$ cat config.mk
export PLATFORM = sky130hd
export DESIGN_NAME = fetch_unit
export DESIGN_NICKNAME = d
export VERILOG_FILES = /design/src/rtl/fetch_unit_pkg.sv /design/src/rtl/fetch_unit_instr_fifo.sv /design/src/rtl/fetch_unit.sv
export SDC_FILE = /design/constraint.sdc
export NUM_CORES = 1
export LEC_CHECK = 0
export CAP_MARGIN = 20
export CORE_UTILIZATION = 44
export CTS_BUF_LIST = sky130_fd_sc_hd__clkbuf_4 sky130_fd_sc_hd__clkbuf_8
export CTS_CLUSTER_SIZE = 40
export DETAILED_ROUTE_END_ITERATION = 8
export PLACE_DENSITY = 0.8
export REMOVE_ABC_BUFFERS = 1
export SETUP_SLACK_MARGIN = 0.2
export SLEW_MARGIN = 0
export SYNTH_ARGS = -nofsm -noshare
export SYNTH_HDL_FRONTEND = slang
export SYNTH_HIERARCHICAL = 1
export SYNTH_SLANG_ARGS = --single-unit
$ cat constraint.sdc
create_clock -name clk -period 3.79 [get_ports clk]
set_input_delay 0.758 -clock clk [delete_from_list [all_inputs] [get_ports clk]]
set_output_delay 0.758 -clock clk [all_outputs]
set_load 0.02 [all_outputs]
$ cat src/rtl/fetch_unit_pkg.sv
// Shared types and constants for the instruction fetch stage.
package fetch_pkg;

  typedef enum logic [1:0] {
    REQ  = 2'd0,
    WAIT = 2'd1,
    DROP = 2'd2
  } fetch_state_t;

  localparam int PC_OFFSET = 8;

  typedef struct packed {
    logic [31:0] instr;
    logic [31:0] pc;
  } fetch_entry_t;

endpackage

$ cat src/rtl/fetch_unit_instr_fifo.sv
// Synchronous FIFO with flush; registered head, no bypass, 1-cycle push-to-visible.
// Push is dropped when full, pop ignored when empty; flush wins over both.
module instr_fifo
  import fetch_pkg::*;
#(
  parameter int DEPTH = 2,
  parameter int WIDTH = 64
) (
  input  logic                   clk,
  input  logic                   rst_n,
  input  logic                   flush,
  input  logic                   push,
  input  logic [WIDTH-1:0]       push_data,
  input  logic                   pop,
  output logic [WIDTH-1:0]       head,
  output logic [$clog2(DEPTH):0] count,
  output logic                   full,
  output logic                   empty
);

  localparam int AW = $clog2(DEPTH);

  logic [WIDTH-1:0] mem [DEPTH];
  logic [AW-1:0]    wr_ptr;
  logic [AW-1:0]    rd_ptr;
  logic             do_push;
  logic             do_pop;

  assign do_push = push && !full && !flush;
  assign do_pop  = pop && !empty && !flush;
  assign full    = (count == (AW+1)'(DEPTH));
  assign empty   = (count == '0);
  assign head    = mem[rd_ptr];

  always_ff @(posedge clk or negedge rst_n) begin
    if (!rst_n) begin
      wr_ptr <= '0;
      rd_ptr <= '0;
      count  <= '0;
    end else if (flush) begin
      wr_ptr <= '0;
      rd_ptr <= '0;
      count  <= '0;
    end else begin
      if (do_push) wr_ptr <= wr_ptr + AW'(1);
      if (do_pop)  rd_ptr <= rd_ptr + AW'(1);
      count <= count + (AW+1)'(do_push) - (AW+1)'(do_pop);
    end
  end

  // Storage needs no reset: the head is only consumed when count is non-zero.
  always_ff @(posedge clk) begin
    if (do_push) mem[wr_ptr] <= push_data;
  end

endmodule

$ cat src/rtl/fetch_unit.sv
// Fetch stage: one outstanding imem read, buffered to decode; ack t, rvalid t+k -> valid t+k+1.
// Issue stalls while the buffer is full; redirect flushes. FETCH_PERF_CNT_EN adds perf counters.
module fetch_unit
  import fetch_pkg::*;
#(
  parameter int            N          = 32,
  parameter logic [N-1:0]  RESET_PC   = '0,
  parameter int            FIFO_DEPTH = 2
) (
  input  logic         clk,
  input  logic         rst_n,
  output logic         imem_req_o,
  output logic [N-1:0] imem_addr_o,
  input  logic         imem_ack_i,
  input  logic         imem_rvalid_i,
  input  logic [N-1:0] imem_rdata_i,
  input  logic         redirect_i,
  input  logic [N-1:0] redirect_pc_i,
  output logic         instr_valid_o,
  input  logic         instr_ready_i,
  output logic [N-1:0] instr_o,
  output logic [N-1:0] instr_pc_o,
  output logic [N-1:0] r15_o
`ifdef FETCH_PERF_CNT_EN
  ,
  output logic [N-1:0] perf_fetched_o,
  output logic [N-1:0] perf_stall_o
`endif
);

  localparam int CW = $clog2(FIFO_DEPTH) + 1;

  fetch_state_t   state, state_nx;
  logic [N-1:0]   fetch_pc, fetch_pc_nx, req_pc;
  logic           issue, xfer, push, pop;
  logic [2*N-1:0] head;
  logic [CW-1:0]  count;
  logic           full, empty;

  assign issue       = (state == REQ) && (count < CW'(FIFO_DEPTH));
  assign imem_req_o  = issue && rst_n;
  assign imem_addr_o = fetch_pc;
  assign xfer        = imem_req_o && imem_ack_i;
  // A response landing in the redirect cycle belongs to the old path.
  assign push        = (state == WAIT) && imem_rvalid_i && !redirect_i;
  assign pop         = instr_valid_o && instr_ready_i;

  always_comb begin
    state_nx    = state;
    fetch_pc_nx = fetch_pc;
    case (state)
      REQ: begin
        if (xfer) begin
          fetch_pc_nx = fetch_pc + N'(4);
          state_nx    = redirect_i ? DROP : WAIT;
        end
      end
      WAIT: begin
        if (imem_rvalid_i)   state_nx = REQ;
        else if (redirect_i) state_nx = DROP;
      end
      DROP: begin
        if (imem_rvalid_i) state_nx = REQ;
      end
      default: state_nx = REQ;
    endcase
    if (redirect_i) fetch_pc_nx = redirect_pc_i & ~N'(3);
  end

  always_ff @(posedge clk or negedge rst_n) begin
    if (!rst_n) begin
      state    <= REQ;
      fetch_pc <= RESET_PC;
      req_pc   <= RESET_PC;
    end else begin
      state    <= state_nx;
      fetch_pc <= fetch_pc_nx;
      if (xfer) req_pc <= fetch_pc;
    end
  end

  instr_fifo #(
    .DEPTH (FIFO_DEPTH),
    .WIDTH (2*N)
  ) u_fifo (
    .clk       (clk),
    .rst_n     (rst_n),
    .flush     (redirect_i),
    .push      (push),
    .push_data ({imem_rdata_i, req_pc}),
    .pop       (pop),
    .head      (head),
    .count     (count),
    .full      (full),
    .empty     (empty)
  );

  assign instr_valid_o = !empty;
  assign instr_o       = empty ? '0 : head[2*N-1:N];
  assign instr_pc_o    = empty ? fetch_pc : head[N-1:0];
  assign r15_o         = instr_pc_o + N'(PC_OFFSET);

`ifdef FETCH_PERF_CNT_EN
  always_ff @(posedge clk or negedge rst_n) begin
    if (!rst_n) begin
      perf_fetched_o <= '0;
      perf_stall_o   <= '0;
    end else begin
      if (push)           perf_fetched_o <= perf_fetched_o + N'(1);
      if (!instr_valid_o) perf_stall_o   <= perf_stall_o + N'(1);
    end
  end
`endif

`ifndef SYNTHESIS
  // Responses seen in REQ before any ack are stale traffic from before reset.
  logic armed;
  always_ff @(posedge clk or negedge rst_n) begin
    if (!rst_n)    armed <= 1'b0;
    else if (xfer) armed <= 1'b1;
  end

  assert property (@(posedge clk) disable iff (!rst_n)
    !(armed && (state == REQ) && imem_rvalid_i));
  assert property (@(posedge clk) disable iff (!rst_n)
    !(push && full));
`endif

endmodule

-- After elaboration in Yosys (flattened, before gate mapping)
Memory sizes are Yosys's and may differ from the RTL's.
Cells that the tools add are included.
- add/sub/neg operators: 6
- $mul: 0
- div/mod/pow operators: 0
- magnitude comparators: 1
- equal/unequal tests: 6
- shifts and indexed selects: 0
- muxes and demuxes: 18
- bitwise operators: 0
- reduce and logical (&&, ||, !) cells: 21
- operators by type and width (kind ; number):
    $mux W32 ; 5
    $add A32 B3 Y32 const B ; 1
    $add A32 B4 Y32 const B ; 1
    $mux W2 ; 6
    $logic_and A1 B1 Y1 ; 10
    $reduce_bool A2 Y1 ; 4
    $mux W1 ; 6
    $pmux W2 S3 ; 1
    $eq A2 B2 Y1 const B ; 2
    $logic_not A2 Y1 ; 2
    $ne A2 B2 Y1 const B ; 2
    $logic_not A1 Y1 ; 3
    $ne A3 B3 Y1 const B ; 1
    $reduce_and A3 Y1 ; 1
    $add A1 B1 Y1 const B ; 2
    $add A2 B1 Y2 ; 1
    $eq A2 B1 Y1 const B ; 1
    $lt A2 B2 Y1 const B ; 1
    $reduce_and A2 Y1 ; 1
    $sub A2 B1 Y2 ; 1
- register bits after elaboration: 70
- bits in latches: 0
- RAM bits: 128
- bits in read-only memories: 0
- output and inout bits: 130
- word-level logic and storage cells: 59
- memories kept: 1
- memories (name ; depth ; width ; read ports ; clocked after memory_dff ; write ports ; RTL line ; source):
    u_fifo.mem ; 2 ; 64 ; 1 ; 0 ; 1 ; fetch_unit_instr_fifo.sv:23 ; logic [WIDTH-1:0] mem [DEPTH];

-- Longest topological paths before layout
- word-level depth: 8
- depth in mapped cells: 14

-- Cells and area by module
Netlist, hierarchy kept.
- by module, submodules not included (module ; instances ; cells each ; area each (um^2)):
    instr_fifo ; 1 ; 224 ; 5052.3
    fetch_unit ; 1 ; 473 ; 4354.2

-- Least setup slack after synthesis
Ideal clock, no wire load.
- path type: input-to-reg
- start: input redirect_i
- end: memory u_fifo.mem[0][0] (enable)
- setup time: 487 ps
- arrival time: 4230 ps
- slack: -926 ps
- stages: 5
- buffers on the path: 2
- path through: clkbuf_1 -> clkbuf_1 -> nor3_1 -> nand3b_1 -> nor2_1
- longest elaborated chain between the ends: 6
- ends and longest elaborated chain (element ; RTL line ; source):
    start: declaration ; fetch_unit.sv:17 ; input logic redirect_i,
    $logic_not A1 Y1 ; fetch_unit.sv:45 ; assign push = (state == WAIT) && imem_rvalid_i && !redirect_i;
    $logic_and A1 B1 Y1 ; fetch_unit.sv:45 ;
    via push ; fetch_unit.sv:35 ; logic issue, xfer, push, pop;
    $logic_and A1 B1 Y1 (2 in series) ; fetch_unit_instr_fifo.sv:29 ; assign do_push = push && !full && !flush;
    $mux W1 ; fetch_unit_instr_fifo.sv:53 ; if (do_push) mem[wr_ptr] <= push_data;
    $mux W1 (implied by the code) ; fetch_unit_instr_fifo.sv:53 ;
    end: declaration ; fetch_unit_instr_fifo.sv:23 ;
The timed path passes the listed nets, and every way through them passes these cells.

-- Worst setup path in the final report
- start: register u_fifo.count[1]
- end: output instr_pc_o[30]
- longest elaborated chain between the ends: 2
- ends and longest elaborated chain (element ; RTL line ; source):
    start: declaration ; fetch_unit_instr_fifo.sv:16 ; output logic [$clog2(DEPTH):0] count,
    start signal: assignment ; fetch_unit_instr_fifo.sv:47 ; count <= count + (AW+1)'(do_push) - (AW+1)'(do_pop);
    $logic_not A2 Y1 ; fetch_unit_instr_fifo.sv:32 ; assign empty = (count == '0);
    via empty ; fetch_unit.sv:38 ; logic full, empty;
    $mux W32 ; fetch_unit.sv:100 ; assign instr_pc_o = empty ? fetch_pc : head[N-1:0];
    end: declaration ; fetch_unit.sv:22 ; output logic [N-1:0] instr_pc_o,
The timed path passes the listed nets, and every way through them passes these cells.

==> impl_metrics.csv <==
group,metric,value,unit
final_layout,drive_above_1_share,28.97,%
worst_setup_path,critical_path.slowest_cell,"clkdlybuf4s50_1",
routing,postRouteWirelength,24.15,mm
min_path,hold_depth,0,
floorplan,floorplan.rows,53,
floorplan,ioPinCount,200,
place,gp_congestion,0.7886,
power_and_ir_drop,switching_power,0.001262,W
place,dp_hpwl,15.69,mm
final_layout,final_area,12720,um2
worst_setup_path,cp-end-kind,"primary output",
floorplan,start_util,44.87,%
routing,drt_first_pass_iters,5,
sta,rsz0062_at_grt,"true",
grt,grt_pass1_wl,35.87,mm
sta,hold_violations,0,
grt,grt_util_all_layers,21.80,%
sta,tightest_slew,0.9868,ns
sta,setup_violations,0,
sta,finalSetupTns,0,ns
sta,max_freq,276.3,MHz
routing,routedWlPerCell,19.61,um
worst_setup_path,worst_ep_arrival_time,2.86,ns
sta,fin_crit,3.620,ns
worst_setup_path,max_stage_delay,0.54,ns
grt,overflow,0,
min_path,min_from,"req_pc[29]",
cts,cts_hold_buffers,0,
worst_setup_path,required,3.03,ns
synthesis,syn_avg_cell_area,13.51,um2
grt,grt_pass1_vias,6469,
power_and_ir_drop,combPwrFrac,17.2,%
cts,clkLatencyLatePin,0.47,ns
synthesis,netlist_instances,696,
grt,grt_max_degree,67,
floorplan,core-area,20960,um2
power_and_ir_drop,seqPwrFrac,53.5,%
power_and_ir_drop,vdd_drop_max,0.2449,mV
cts,cts-buffers-inserted,17,
routing,vias,6521,
synthesis,syn_area,9403,um2
worst_setup_path,cp_cell_sequence,"nor2_4, buf_6, buf_6, buf_4, bufbuf_16, mux2i_1, inv_1, clkdlybuf4s50_1",
worst_setup_path,r2r-end,"u_fifo/count[1]",
cts,root_buffer,"clkbuf_8",
worst_setup_path,r2r_start,"u_fifo/count[1]",
routing,routed_via_density,5.297,
floorplan,die_area,21960,um2
sta,period_share,95.51,%
place,place_area,11730,um2
final_layout,n_antenna_cell,0,
worst_setup_path,path_class,"flip-flop to primary output",
floorplan,fp.dieW,148.2,um
worst_setup_path,crit_buf_inv,6,
cts,htreeDepth,4,
routing,ant_nets,0,
routing,first_iter_violations,485,
final_layout,areaGrowthSynthToFinish,35.25,%
status,status,"complete, no violations",
grt,antenna_found_initial,0,
floorplan,die_h,148.2,um
power_and_ir_drop,p_leak,4.926,nW
power_and_ir_drop,p_int,0.003514,W
min_path,hold_path_end,"u_fifo/mem[0][29]",
power_and_ir_drop,power_switching_share,26.43,%
min_path,hp-class,"flip-flop to flip-flop",
grt,use_met3,5.613,%
power_and_ir_drop,clkPwrFrac,29.2,%
place,portBuffers,195,
sta,clock_skew,0.01671,ns
sta,hold_ws,0.4624,ns
grt,grt-busiest-layer,"met2",
grt,grt_use_met1,27.90,%
cts,clock_path_buffers,2,
worst_setup_path,crit_fanout,11,
grt,grtUsageMet2,36.46,%
routing,drc,0,
cts,cts_tree,"yes",
cts,path_clk_slew,0.10,ns
worst_setup_path,critPathLaunchType,"flip-flop",
power_and_ir_drop,p_per_area,375.5,nW/um2
flow_run,max_cap_violations,0,
sta,drv_slew,0,
cts,clock-sinks,194,
worst_setup_path,path_common_cell,"buf_6",
sta,slew_headroom,33.98,%
worst_setup_path,reg2regPathDepth,12,
final_layout,nNetsFinal,1017,
worst_setup_path,cpLargestDelayFamily,"buffers and inverters",
worst_setup_path,reg2reg_setup_slack,1.33,ns
synthesis,ys_warn_count,6,
## metal layers
layer | wire length (um) | up-vias
li1 | - | 2984
met1 | 10180 | 3255
met2 | 11800 | 244
met3 | 1668 | 38
met4 | 500 | 0
met5 | 0 | -
## repair_timing
| item | 4_1_cts | 5_1_grt |
|---|---|---|
| setup buffers | 25 | 10 |
| gates cloned | 3 | 1 |
| pin swaps | 13 | 20 |
| setup endpoints to repair | 26 | 23 |
| resized for setup | 97 | 45 |
| hold endpoints to repair | 0 | 0 |
## worst reg2reg max path, cell delays in order, from the launching register on
cell	delay, ns
dfrtp_1	0.43
nor2_4	0.23
buf_4	0.18
bufbuf_16	0.31
nor2b_1	0.08
o21ai_0	0.13
nor2_1	0.08
ha_1	0.28
inv_1	0.04
ha_1	0.17
xor2_1	0.15
and2_1	0.16
nor3_1	0.13
## layout by cell type (no fill, tap or decap), drive strengths merged, types with 6 or more instances in the layout
| cell | n |
|---|---|
| buf | 80 |
| o21ai | 36 |
| conb | 6 |
| inv | 19 |
| clkdlybuf4s50 | 166 |
| mux2i | 13 |
| dfrtp | 66 |
| mux2 | 112 |
| xor2 | 35 |
| and3 | 6 |
| nor2b | 38 |
| nor3 | 11 |
| xnor2 | 22 |
| nand4 | 21 |
| nand4b | 8 |
| edfxtp | 128 |
| nand2 | 55 |
| dlygate4sd2 | 6 |
| nor2 | 22 |
| nand3 | 26 |
| clkbuf | 21 |
## power by group through the flow
stage	logic (W)	registers [W]	clock network (W)
after floorplan	0.000354	0.00260	0
after global placement	0.000771	0.00258	0
after detailed placement	0.000787	0.00260	0
after CTS	0.000807	0.00255	0.00141
after global routing	0.000877	0.00257	0.00151
final	0.000823	0.00256	0.00140
## how the worst max path moves through the flow
| stage | start | endpoint | slack (ns) | depth (start not counted) |
|---|---|---|---|---|
| final | u_fifo/count[1] | instr_pc_o[30] | 0.17 | 8 |
| after global routing | u_fifo/count[1] | instr_pc_o[30] | 0.02 | 8 |
| after CTS | u_fifo/rd_ptr | instr_pc_o[3] | 0.02 | 11 |
| after detailed placement | u_fifo/rd_ptr | r15_o[25] | -0.01 | 10 |
| after global placement | u_fifo/rd_ptr | r15_o[25] | 0.08 | 8 |
| after floorplan | u_fifo/count[1] | r15_o[31] | -3.01 | 9 |
## layout make-up
class                   instances  area [um2]
clock buffers                  19       249.0
clock inverters                13       160.2
fillers                      1640        8238
inverters                      19       75.07
multi-input cells             448        3822
flip-flops and latches        194        5499
well taps                     275       344.1
repair buffers                263        2567
## registers in the layout, summed over array words and instances, names as in the netlist
signal	count
u_fifo/mem	128
imem_addr_o	30
req_pc	30
state	2
u_fifo/count	2
u_fifo/rd_ptr	1
u_fifo/wr_ptr	1
## through the flow
step	util, %	power, W	instances	worst slack, ns
floorplan	-	0.002958	661	-3.009
global placement	55.96	0.003354	1160	0.08248
detailed placement	55.96	0.003385	1160	-0.01195
CTS	59.60	0.004772	1220	0.01857
global route	60.69	0.004962	1231	0.02056
finish	60.69	0.004776	1231	0.1701
(Power assumes the default switching activity.)
